<file path="src/rtl/codec_sample_sequencer.sv">
// -----------------------------------------------------------------------------
// codec_sample_sequencer
//
// Per-sample controller between the audio CODEC ready/strobe interface and a
// stereo processing engine. Each ADC sample pair is acknowledged with a
// one-cycle `read` strobe and handed to the engine over valid/ready. The
// engine result is pushed to the DAC with a one-cycle `write` strobe once the
// CODEC is ready. A bypass input routes the raw samples straight to the DAC.
//
// Optional build macro:
//   CODEC_SEQ_WATCHDOG_EN - engine watchdog; after TIMEOUT cycles in
//                           ISSUE/WAIT the raw samples are written instead and
//                           timeout_flag is set (sticky until reset).
//
// Ports:
//   CLOCK_50, resetn                  clock, synchronous active-low reset
//   read_ready, write_ready           CODEC ADC-available / DAC-accept
//   readdata_left/right               ADC samples
//   read, write                       one-cycle CODEC strobes (registered)
//   writedata_left/right              DAC samples (registered)
//   proc_valid, proc_ready            engine input handshake
//   proc_in_left/right                samples to the engine (registered)
//   proc_out_valid, proc_out_left/right  engine result
//   bypass                            skip the engine for the next sample
//   busy                              not in IDLE
//   sample_count                      completed writes, wraps at 2^16
//   timeout_flag                      sticky engine timeout indicator
// -----------------------------------------------------------------------------
// state   | meaning
// --------+-------------------------------------------------------------
// S_IDLE  | waiting for read_ready; latches the ADC pair on arrival
// S_ISSUE | proc_valid high, waiting for the engine to accept
// S_WAIT  | waiting for proc_out_valid
// S_WRITE | writedata valid, waiting for write_ready
// -----------------------------------------------------------------------------
module codec_sample_sequencer #(
    parameter int DW      = 24,
    parameter int TIMEOUT = 1023
) (
    input  logic          CLOCK_50,
    input  logic          resetn,
    input  logic          read_ready,
    input  logic          write_ready,
    input  logic [DW-1:0] readdata_left,
    input  logic [DW-1:0] readdata_right,
    output logic          read,
    output logic          write,
    output logic [DW-1:0] writedata_left,
    output logic [DW-1:0] writedata_right,
    output logic          proc_valid,
    input  logic          proc_ready,
    output logic [DW-1:0] proc_in_left,
    output logic [DW-1:0] proc_in_right,
    input  logic          proc_out_valid,
    input  logic [DW-1:0] proc_out_left,
    input  logic [DW-1:0] proc_out_right,
    input  logic          bypass,
    output logic          busy,
    output logic [15:0]   sample_count,
    output logic          timeout_flag
);

    typedef enum logic [1:0] {
        S_IDLE  = 2'd0,
        S_ISSUE = 2'd1,
        S_WAIT  = 2'd2,
        S_WRITE = 2'd3
    } state_t;

    state_t state, state_nxt;

    logic accept;      // sample taken from the CODEC this cycle
    logic capture;     // engine result taken this cycle
    logic expire;      // watchdog gave up on the engine this cycle
    logic fire_write;  // DAC write issued this cycle
    logic wd_done;

    always_ff @(posedge CLOCK_50) begin
        if (!resetn) begin
            state <= S_IDLE;
        end else begin
            state <= state_nxt;
        end
    end

    always_comb begin
        state_nxt  = state;
        accept     = 1'b0;
        capture    = 1'b0;
        expire     = 1'b0;
        fire_write = 1'b0;
        case (state)
            S_IDLE: begin
                if (read_ready) begin
                    accept    = 1'b1;
                    state_nxt = bypass ? S_WRITE : S_ISSUE;
                end
            end
            S_ISSUE: begin
                // Expiry takes precedence over a late acceptance: the sample
                // is abandoned and any later engine result lands outside WAIT.
                if (wd_done) begin
                    expire    = 1'b1;
                    state_nxt = S_WRITE;
                end else if (proc_ready) begin
                    state_nxt = S_WAIT;
                end
            end
            S_WAIT: begin
                // A result arriving on the expiry cycle still wins.
                if (proc_out_valid) begin
                    capture   = 1'b1;
                    state_nxt = S_WRITE;
                end else if (wd_done) begin
                    expire    = 1'b1;
                    state_nxt = S_WRITE;
                end
            end
            S_WRITE: begin
                if (write_ready) begin
                    fire_write = 1'b1;
                    state_nxt  = S_IDLE;
                end
            end
            default: state_nxt = S_IDLE;
        endcase
    end

    always_comb begin
        busy       = (state != S_IDLE);
        proc_valid = (state == S_ISSUE);
    end

    always_ff @(posedge CLOCK_50) begin
        if (!resetn) begin
            read            <= 1'b0;
            write           <= 1'b0;
            proc_in_left    <= '0;
            proc_in_right   <= '0;
            writedata_left  <= '0;
            writedata_right <= '0;
            sample_count    <= '0;
        end else begin
            read  <= accept;
            write <= fire_write;
            if (accept) begin
                proc_in_left  <= readdata_left;
                proc_in_right <= readdata_right;
            end
            if (accept && bypass) begin
                writedata_left  <= readdata_left;
                writedata_right <= readdata_right;
            end else if (capture) begin
                writedata_left  <= proc_out_left;
                writedata_right <= proc_out_right;
            end else if (expire) begin
                writedata_left  <= proc_in_left;
                writedata_right <= proc_in_right;
            end
            if (fire_write) begin
                sample_count <= sample_count + 16'd1;
            end
        end
    end

`ifdef CODEC_SEQ_WATCHDOG_EN
    localparam int WD_W = (TIMEOUT > 1) ? $clog2(TIMEOUT + 1) : 1;

    logic [WD_W-1:0] wd_cnt;

    // Down-counter loaded on entry to ISSUE; terminal count zero is expiry.
    always_ff @(posedge CLOCK_50) begin
        if (!resetn) begin
            wd_cnt       <= '0;
            timeout_flag <= 1'b0;
        end else begin
            if (accept && !bypass) begin
                wd_cnt <= WD_W'(TIMEOUT);
            end else if ((state == S_ISSUE || state == S_WAIT) && !wd_done) begin
                wd_cnt <= wd_cnt - 1'b1;
            end
            if (expire) begin
                timeout_flag <= 1'b1;
            end
        end
    end

    assign wd_done = (wd_cnt == '0);
`else
    assign wd_done      = 1'b0;
    assign timeout_flag = 1'b0;

    // TIMEOUT only shapes the watchdog build; nothing is generated here.
    if (TIMEOUT < 0) begin : g_timeout_unused
    end
`endif

endmodule
</file>
<file path="config.mk">
export PLATFORM = sky130hd
export DESIGN_NAME = codec_sample_sequencer
export DESIGN_NICKNAME = d
export VERILOG_FILES = /design/src/rtl/codec_sample_sequencer.sv
export SDC_FILE = /design/constraint.sdc
export NUM_CORES = 1
export LEC_CHECK = 0
export ABC_AREA = 1
export CAP_MARGIN = 20
export CORE_MARGIN = 2
export CORE_UTILIZATION = 30
export DETAILED_ROUTE_END_ITERATION = 6
export PLACE_DENSITY_LB_ADDON = 0.05
export SLEW_MARGIN = 20
export SYNTH_ARGS = -nofsm -noshare
export SYNTH_HDL_FRONTEND = slang
export SYNTH_SLANG_ARGS = --single-unit
</file>
<file path="constraint.sdc">
create_clock -name CLOCK_50 -period 1.3 [get_ports CLOCK_50]
set_input_delay 0.13 -clock CLOCK_50 [delete_from_list [all_inputs] [get_ports CLOCK_50]]
set_output_delay 0.13 -clock CLOCK_50 [all_outputs]
set_load 0.005 [all_outputs]
</file>
==> results.txt, run 1 <==
- Crit path DAT: about 1.9 ns
- Buffers inserted during clock tree synthesis total 17.
- Setup total negative slack on the finished layout was measured at -15.77 ns.
- The smallest clock period supported by the final layout is computed as ~1.5 ns.
* Mapped Nets: 742
* HPWL after detailed placement: around 11,000 um
- Static leakage: just under 4 nW
- Cell taking the most area after synthesis: sky130_fd_sc_hd__dfxtp_1
* Clock sinks: around 120
* Iteration-0 DRC count of the detailed router: around 270
- Element type at the critical path start: flop
* Total overflow reported by the global router: 0
- Once routing completed, OpenROAD measured the worst setup slack at -0.228 ns.
* Filler cells: 1,421
- GRT Overall Usage: 0.210
- Buffers and inverters on the worst path: 4
- Leading cell types by count after synthesis: sky130_fd_sc_hd__nand2_1, sky130_fd_sc_hd__nor2_1, sky130_fd_sc_hd__dfxtp_1, sky130_fd_sc_hd__o21ai_0, sky130_fd_sc_hd__a31oi_1
- Wire per inst: 16.3 um
- The Yosys step of the flow raised 0 warnings.
* Worst Path Max Fanout: 8
- The die covers between 15,000 and 20,000 um^2.
- In the final design database the tool counted 999 nets.
- Part of the cycle the worst path needs: 1.18
* Number of maximum-capacitance constraint violations: 0
* Fmax: 654 MHz
- The H-tree was split into 4 levels.
- Across the routed clock network, the largest skew measured is between 0.01 and 0.015 ns.
- CTS Hold Bufs: 0
- At the worst endpoint, the required time is 1.64 ns.
- The via count of the first global-routing pass was roughly 5,100.
- From synthesis to final layout, the design area changed by 88.7%.
- Maximum cell stage delay along the critical path: between 0.3 and 0.4 ns
- In this run the cell area of the synthesized design comes to ~4700 um^2.
- Pwr per Cell Area: roughly 1900 nW/um^2
- Status: finished with violations
- After clock tree synthesis, the clock-pin slew on the worst setup and hold paths is 0.05 ns.
- Family of cells with the greatest summed delay on the critical path: buffers and inverters
- Clock latency on the worst-skew pair, taken at its later pin, is ~0.4 ns.
* Synth Register Bits: roughly 120
- Drt first pass iters: 4
- For this configuration, the core starts out at a cell density of 0.308.
* Input/output buffers: about 220
* Number of flops mapped to enable cells by yosys: 0
- First-pass GRT wire length: between 20,000 and 30,000 um
- Layout cells sized above 1: 0.240
- Of the synthesized area, sequential elements account for 0.494.
- Traced cell by cell, the critical path runs through buf_6 -> inv_4 -> ha_4 -> nand2_4 -> inv_4 -> nand2_8 -> nand2_8 -> buf_12 -> o21ai_1 -> a31oi_2.
* Worst setup EP type: flop
- Number of placement rows: 45
- Gate count of the mapped netlist: roughly 630
* DRC violation count after routing: 0
- Area inside the core boundary: about 15,000 um^2
- Count of non-filler cells in the finished layout: around 1,100
* Instance area at placement: around 7300 um^2
- The final layout contains routed wiring with a total length of roughly 18,000 um.
- Setup repair after global routing could not meet its margin everywhere.
- Yosys top cell area share: 0.494
- Antenna violation net count after detailed routing: 0
* Most area-consuming cells after synthesis: sky130_fd_sc_hd__dfxtp_1, sky130_fd_sc_hd__nand2_1, sky130_fd_sc_hd__nor2_1
* Vias: between 5,000 and 6,000
- Max-slew violation total from the final report: 0
- Synthesis instantiated 27 different standard cells from the library.
- Flip-flop cell with the highest count after synthesis: sky130_fd_sc_hd__dfxtp_1
- In this run the horizontal extent of the chip is between 100 and 150 um.
- Entering global routing, the biggest net connects 63 pins.
- Number of top-level pins: between 200 and 250
- Die H: about 130 um
* Number of failing hold endpoints at the final stage: 0
- The slowest stage of the critical path belongs to the cell sky130_fd_sc_hd__dfxtp_2.
- The average instance in the mapped netlist occupies 7.42 um^2.
- Violations in the final reports: setup timing
- Final setup vio count: 100
- At the end of routability-driven placement, the weighted congestion stood at 0.850.
- Hold crit path type: input port to flop
- Summing internal, switching and leakage power gives between 15 and 20 mW.
* Share of synthesized registers carrying an async set or reset: 0
- After detailed routing, the number of vias per cell comes to 4.75.
- No sink is reached through more buffers than the 2 on the longest clock path.
- The tree is rooted in a sky130_fd_sc_hd__clkbuf_16.
- Clock tree from TritonCTS: built
- The number of antenna diodes in the final layout is 0.
* Post-Layout Inst Area: slightly below 9000 um^2
- Startpoint-to-endpoint class of the critical path: flop to flop
- Maximum ir drop on the vdd rail: between 1 and 1.5 mV
- Once placement completed, the tool counted placed cells totaling between 1,000 and 1,500.
- Number of antenna violations at the first check in global routing: 0
[area by class of cell]
cell class                      count  area (um^2)  share of cell area
Inverter                           27          119              0.0134
Clock buffer                       24          502              0.0566
Tap cell                          211          264              0.0298
Sequential cell                   116         2350               0.265
Multi-Input combinational cell    448         2560               0.289
Clock inverter                      8          145              0.0164
Timing Repair Buffer              280         2930               0.330
[worst reg2reg max path: stages, from the launching register on]
cell	delay, ns
sky130_fd_sc_hd__dfxtp_2	0.33
sky130_fd_sc_hd__buf_6	0.11
sky130_fd_sc_hd__inv_4	0.05
sky130_fd_sc_hd__ha_4	0.14
sky130_fd_sc_hd__nand2_4	0.06
sky130_fd_sc_hd__inv_4	0.08
sky130_fd_sc_hd__nand2_8	0.11
sky130_fd_sc_hd__nand2_8	0.18
sky130_fd_sc_hd__buf_12	0.17
sky130_fd_sc_hd__o21ai_1	0.08
sky130_fd_sc_hd__a31oi_2	0.15
[where the power goes]
part	switching (mW)	internal [mW]
registers	0.612	4.49
clock network	1.61	3.46
logic	3.03	3.41
[metrics by stage]
step	setup slack [ns]	util	hold slack, ns
2_1_floorplan	-0.0313	-	0.276
3_3_place_gp	-0.223	0.480	0.463
3_5_place_dp	-0.271	0.480	0.471
4_1_cts	-0.201	0.556	0.200
5_1_grt	-0.294	0.581	0.216
6_report	-0.228	0.581	0.200
[cells by family after synthesis]
family | share of synthesized area
mux | 0.00213
buf+inv | 0.0705
compound gates | 0.191
simple gates | 0.225
other cells | 0.000798
fa+ha+maj | 0.0160
flops | 0.494
[state kept, by name, indices dropped and copies added, names as in the netlist]
| name | cells |
|---|---|
| write | 1 |
| sample_count | 16 |
| writedata_right | 24 |
| proc_in_left | 24 |
| proc_in_right | 24 |
| read | 1 |
| state | 2 |
| writedata_left | 24 |
[repair_timing]
item                                    4_1_cts  5_1_grt
setup buffers                                13        3
endpoints found under the setup margin      216      117
resized for setup                           239      107
endpoints found under the hold margin         0        0
gates cloned                                  8        5
pin swaps                                     9        7
[cells in the final DEF, fill, tap and decap left out, types with 21 or more instances in the layout]
| cell type | n |
|---|---|
| sky130_fd_sc_hd__nand2_1 | 125 |
| sky130_fd_sc_hd__dlygate4sd2_1 | 112 |
| sky130_fd_sc_hd__clkdlybuf4s50_1 | 101 |
| sky130_fd_sc_hd__dfxtp_1 | 99 |
| sky130_fd_sc_hd__nor2_1 | 81 |
| sky130_fd_sc_hd__o21ai_0 | 49 |
| sky130_fd_sc_hd__a31oi_1 | 40 |
| sky130_fd_sc_hd__o21ai_1 | 29 |
| sky130_fd_sc_hd__buf_4 | 29 |
| sky130_fd_sc_hd__o21ai_2 | 28 |
| sky130_fd_sc_hd__nor2_2 | 27 |
| sky130_fd_sc_hd__clkbuf_16 | 21 |
[routing by layer]
| metal | part of all wire | global-route usage |
|---|---|---|
| met2 | 0.48 | 0.341 |
| met5 | 0 | 0 |
| met1 | 0.42 | 0.256 |
| met3 | 0.083 | 0.0809 |
| met4 | 0.015 | 0.0710 |
[worst paths after layout]
kind | startpoint | end | slack [ns] | cells past startpoint
setup / recovery | state[1]$_SDFFE_PN0P_ | writedata_right[6]$_SDFFE_PN0P_ | -0.23 | 10
hold / removal | resetn | writedata_left[22]$_SDFFE_PN0P_ | 0.20 | 4
setup reg to reg | state[1]$_SDFFE_PN0P_ | writedata_right[6]$_SDFFE_PN0P_ | -0.23 | 10
hold reg to reg | proc_in_left[9]$_SDFFE_PN0P_ | proc_in_left[9]$_SDFFE_PN0P_ | 0.47 | 2
Power figures use the tool's default switching activity.
==> run 2: changes to the inputs <==
CELL_PAD_IN_SITES_DETAIL_PLACEMENT = 0   (was default)
CELL_PAD_IN_SITES_GLOBAL_PLACEMENT = 1   (was default)
CORE_UTILIZATION = 28   (was 30)
clock period = 1.7 ns   (was 1.3 ns; I/O delays follow)
==> run 2 against run 1 <==
Net effect: the run now ends clean; core utilization fell by 11 points; die area increased by 6.9%; critical path depth down 6; via count fell by 5.6%; worst hold slack got worse by 0.064 ns; critical endpoint is now busy.
==> results.txt, run 2 (synthesis results as in run 1) <==
- CTS Hold Bufs: 0 (unchanged)
- Status: finished clean
- The total number of vias came to 4,996 (-5.6%).
* Area inside the core boundary: 16,500 um^2 (+7.9%)
- GRT Overall Usage: 0.180 (-0.0302)
- CTS placed an instance of sky130_fd_sc_hd__clkbuf_16 at the clock tree root.
* Number of maximum-capacitance constraint violations: 0 (unchanged)
- HPWL after detailed placement: 10,900 um (-2.4%)
* Antenna violation net count after detailed routing: 0 (unchanged)
- Worst Path Max Fanout: 4 (-4)
* Sw frac: 0.296 (-0.0204)
- The number of stages on the worst hold path was 3 (-1).
- The maximum number of pins on one net before global-route repair came to 67 (+6.3%).
- Post-route minimum period: about 1.6 ns
- Number of placement rows: 47 (+4.4%)
* Filler cells: 1,604 (+13%)
* Slew of the pin with the lowest slew margin: between 0.5 and 0.6 ns
- Count of non-filler cells in the finished layout: 1,076 (-3.4%)
- The area occupied by registers is 2320 um^2 (-1.0%).
* Total overflow reported by the global router: 0 (unchanged)
- Internal power component: 7.90 mW (-30%)
- The critical path data required time is 1.53 ns (-0.11 ns).
- The number of top-level design ports is 220 (unchanged).
- The switching power total is 3.32 mW (-37%).
* Wire per inst: 15.1 um (-7.5%)
* Pwr per Cell Area: 1440 nW/um^2 (-23%)
- The residual DRC count is 0 (unchanged).
- Final setup vio count: 0 (-100%)
- Count of cells along the worst register-to-register path: 6 (-4)
- Clock tree from TritonCTS: built
- Most common cell after layout, fill and taps aside: sky130_fd_sc_hd__clkdlybuf4s50_1
- The total CTS buffers is 17 (unchanged).
- Iteration-0 DRC count of the detailed router: 258 (-2.6%)
* Clock sinks: 116 (unchanged)
* Met3 track demand over resource in global routing: 0.0685 (-0.0124)
* Proportion of power drawn by flip-flops and latches: 0.338 (+0.031)
- Number of buffers on the longest clock path: 2 (unchanged)
- After global routing, the most crowded layer is met2.
- Die H: 134 um (+3.4%)
* PnR worst setup slack: 0.138 ns (+0.366 ns)
- Crit path DAT: 1.39 ns (-0.48 ns)
* Max-slew violation total from the final report: 0 (unchanged)
- The min-delay analysis places its worst path in the category input port to flop.
- Worst setup EP type: output port
- Worst slew margin relative to its limit: 0.650
* GR Layer Usage met2: 0.297 (-0.0442)
- The number of input and output port buffers inserted is 218 (unchanged).
- The worst setup path is launched from a flop.
- The placed cell count was 1,043 (-1.3%).
- The setup path with the least slack is of type flop to output port.
- The relative contribution of the clock network to total power came to 0.322 (+0.017).
* Top library cells by usage in the layout, fill and taps aside: sky130_fd_sc_hd__clkdlybuf4s50_1, sky130_fd_sc_hd__nand2_1, sky130_fd_sc_hd__nor2_1
- Final Net Count: 953 (-4.6%)
* Worst clock skew: 0.00455 ns (-0.00702 ns)
* Total Power Consumption: 11.2 mW (-32%)
* Die area: 17,800 um^2 (+6.9%)
- The final hold violation count is 0 (unchanged).
* Number of antenna violations at the first check in global routing: 1 (+1)
* Unrepaired setup endpoints after global routing: false
- Final RePlAce weighted congestion: 0.760 (-11%)
- Area used by multi-input combinational logic: 2060 um^2 (-20%)
* Setup tns final: 0 ns (+15.77 ns)
- Power share of the combinational group: 0.340 (-0.048)
- The starting density of the core was 0.285 (-0.0226).
- The die extent in x is 134 um (+3.4%).
* Synth-to-layout area growth: 66.0%
- Part of the cycle the worst path needs: 0.919
* Drt first pass iters: 4 (unchanged)
- The static leakage was 3.06 nW (-23%).
* Fmax: roughly 640 MHz
- Antenna diode count: 0 (unchanged)
- Clock latency of the later-clocked register in the worst-skew pair: 0.41 ns (about the same)
* Total Wirelength: 16,300 um (-11%)
- The first-pass GRT wire length was 25,200 um (-6.2%).
- The pre-CTS setup slack came to 0.0509 ns (+0.322 ns).
- The fraction of final layout cells with drive strength greater than 1 was 0.0654 (-0.175).
* Via count of the first global-routing pass: 4,899 (-3.5%)
- H-tree levels: 4 (unchanged)
- Clock input transition at the sequential cells of the worst setup and hold paths: 0.05 ns (about the same)
* Met1 global-route usage: 0.215 (-0.0407)
- Maximum ir drop on the vdd rail: 0.826 mV (-24%)
- The number of vias per cell after detailed routing came to 4.64 (-2.3%).
==> run 2: metal layers <==
metal  part of all wire  up-vias
met3              0.077       18
met4              0.014        2
met5            0.00098        -
met1               0.43     2309
li1                   -     2514
met2               0.47      153
==> run 2: timing repair <==
action / in CTS / in global routing
buffers inserted: 0 / 0
resized for setup: 4 / 3
gates cloned: 0 / 2
pin swaps: 0 / 0
endpoints found under the setup margin: 2 / 16
==> run 2: per-stage QoR <==
| step | util | hold WS, ns | area [um^2] |
|---|---|---|---|
| final | 0.474 | 0.136 | 7800 |
| after global routing | 0.474 | 0.121 | 7800 |
| after CTS | 0.470 | 0.120 | 7730 |
| after detailed placement | 0.433 | 0.470 | 7130 |
| after global placement | 0.433 | 0.464 | 7130 |
| after floorplan | - | 0.315 | 4700 |
==> run 2: worst paths after layout <==
check	from	slack, ns	to
setup / recovery	state[0]$_SDFFE_PN0P_	0.14	busy
hold / removal	resetn	0.14	sample_count[9]$_SDFFE_PN0P_
setup reg to reg	state[0]$_SDFFE_PN0P_	0.17	proc_in_right[1]$_SDFFE_PN0P_
hold reg to reg	proc_in_right[19]$_SDFFE_PN0P_	0.48	proc_in_right[19]$_SDFFE_PN0P_
==> run 2: critical path, cell delays in order, from the launching register on <==
cell,delay (ns)
sky130_fd_sc_hd__dfxtp_2,0.35
sky130_fd_sc_hd__inv_1,0.08
sky130_fd_sc_hd__ha_1,0.23
sky130_fd_sc_hd__inv_1,0.09
sky130_fd_sc_hd__dlygate4sd2_1,0.25
==> run 2: power groups by stage <==
stage / logic, mW / registers [mW] / clock network, mW
finish: 3.81 / 3.80 / 3.61
floorplan: 1.50 / 3.87 / 0
CTS: 3.73 / 3.80 / 3.70
global placement: 3.68 / 3.81 / 0
detailed placement: 3.74 / 3.84 / 0
global route: 4.20 / 3.88 / 3.82
==> run 2: final cells by class <==
| cell class | count | area share |
|---|---|---|
| Inverter | 27 | 0.0130 |
| Multi-Input combinational cell | 447 | 0.264 |
| Clock buffer | 21 | 0.0603 |
| Tap cell | 220 | 0.0353 |
| Timing Repair Buffer | 235 | 0.313 |
| Clock inverter | 10 | 0.0167 |
| Sequential cell | 116 | 0.298 |
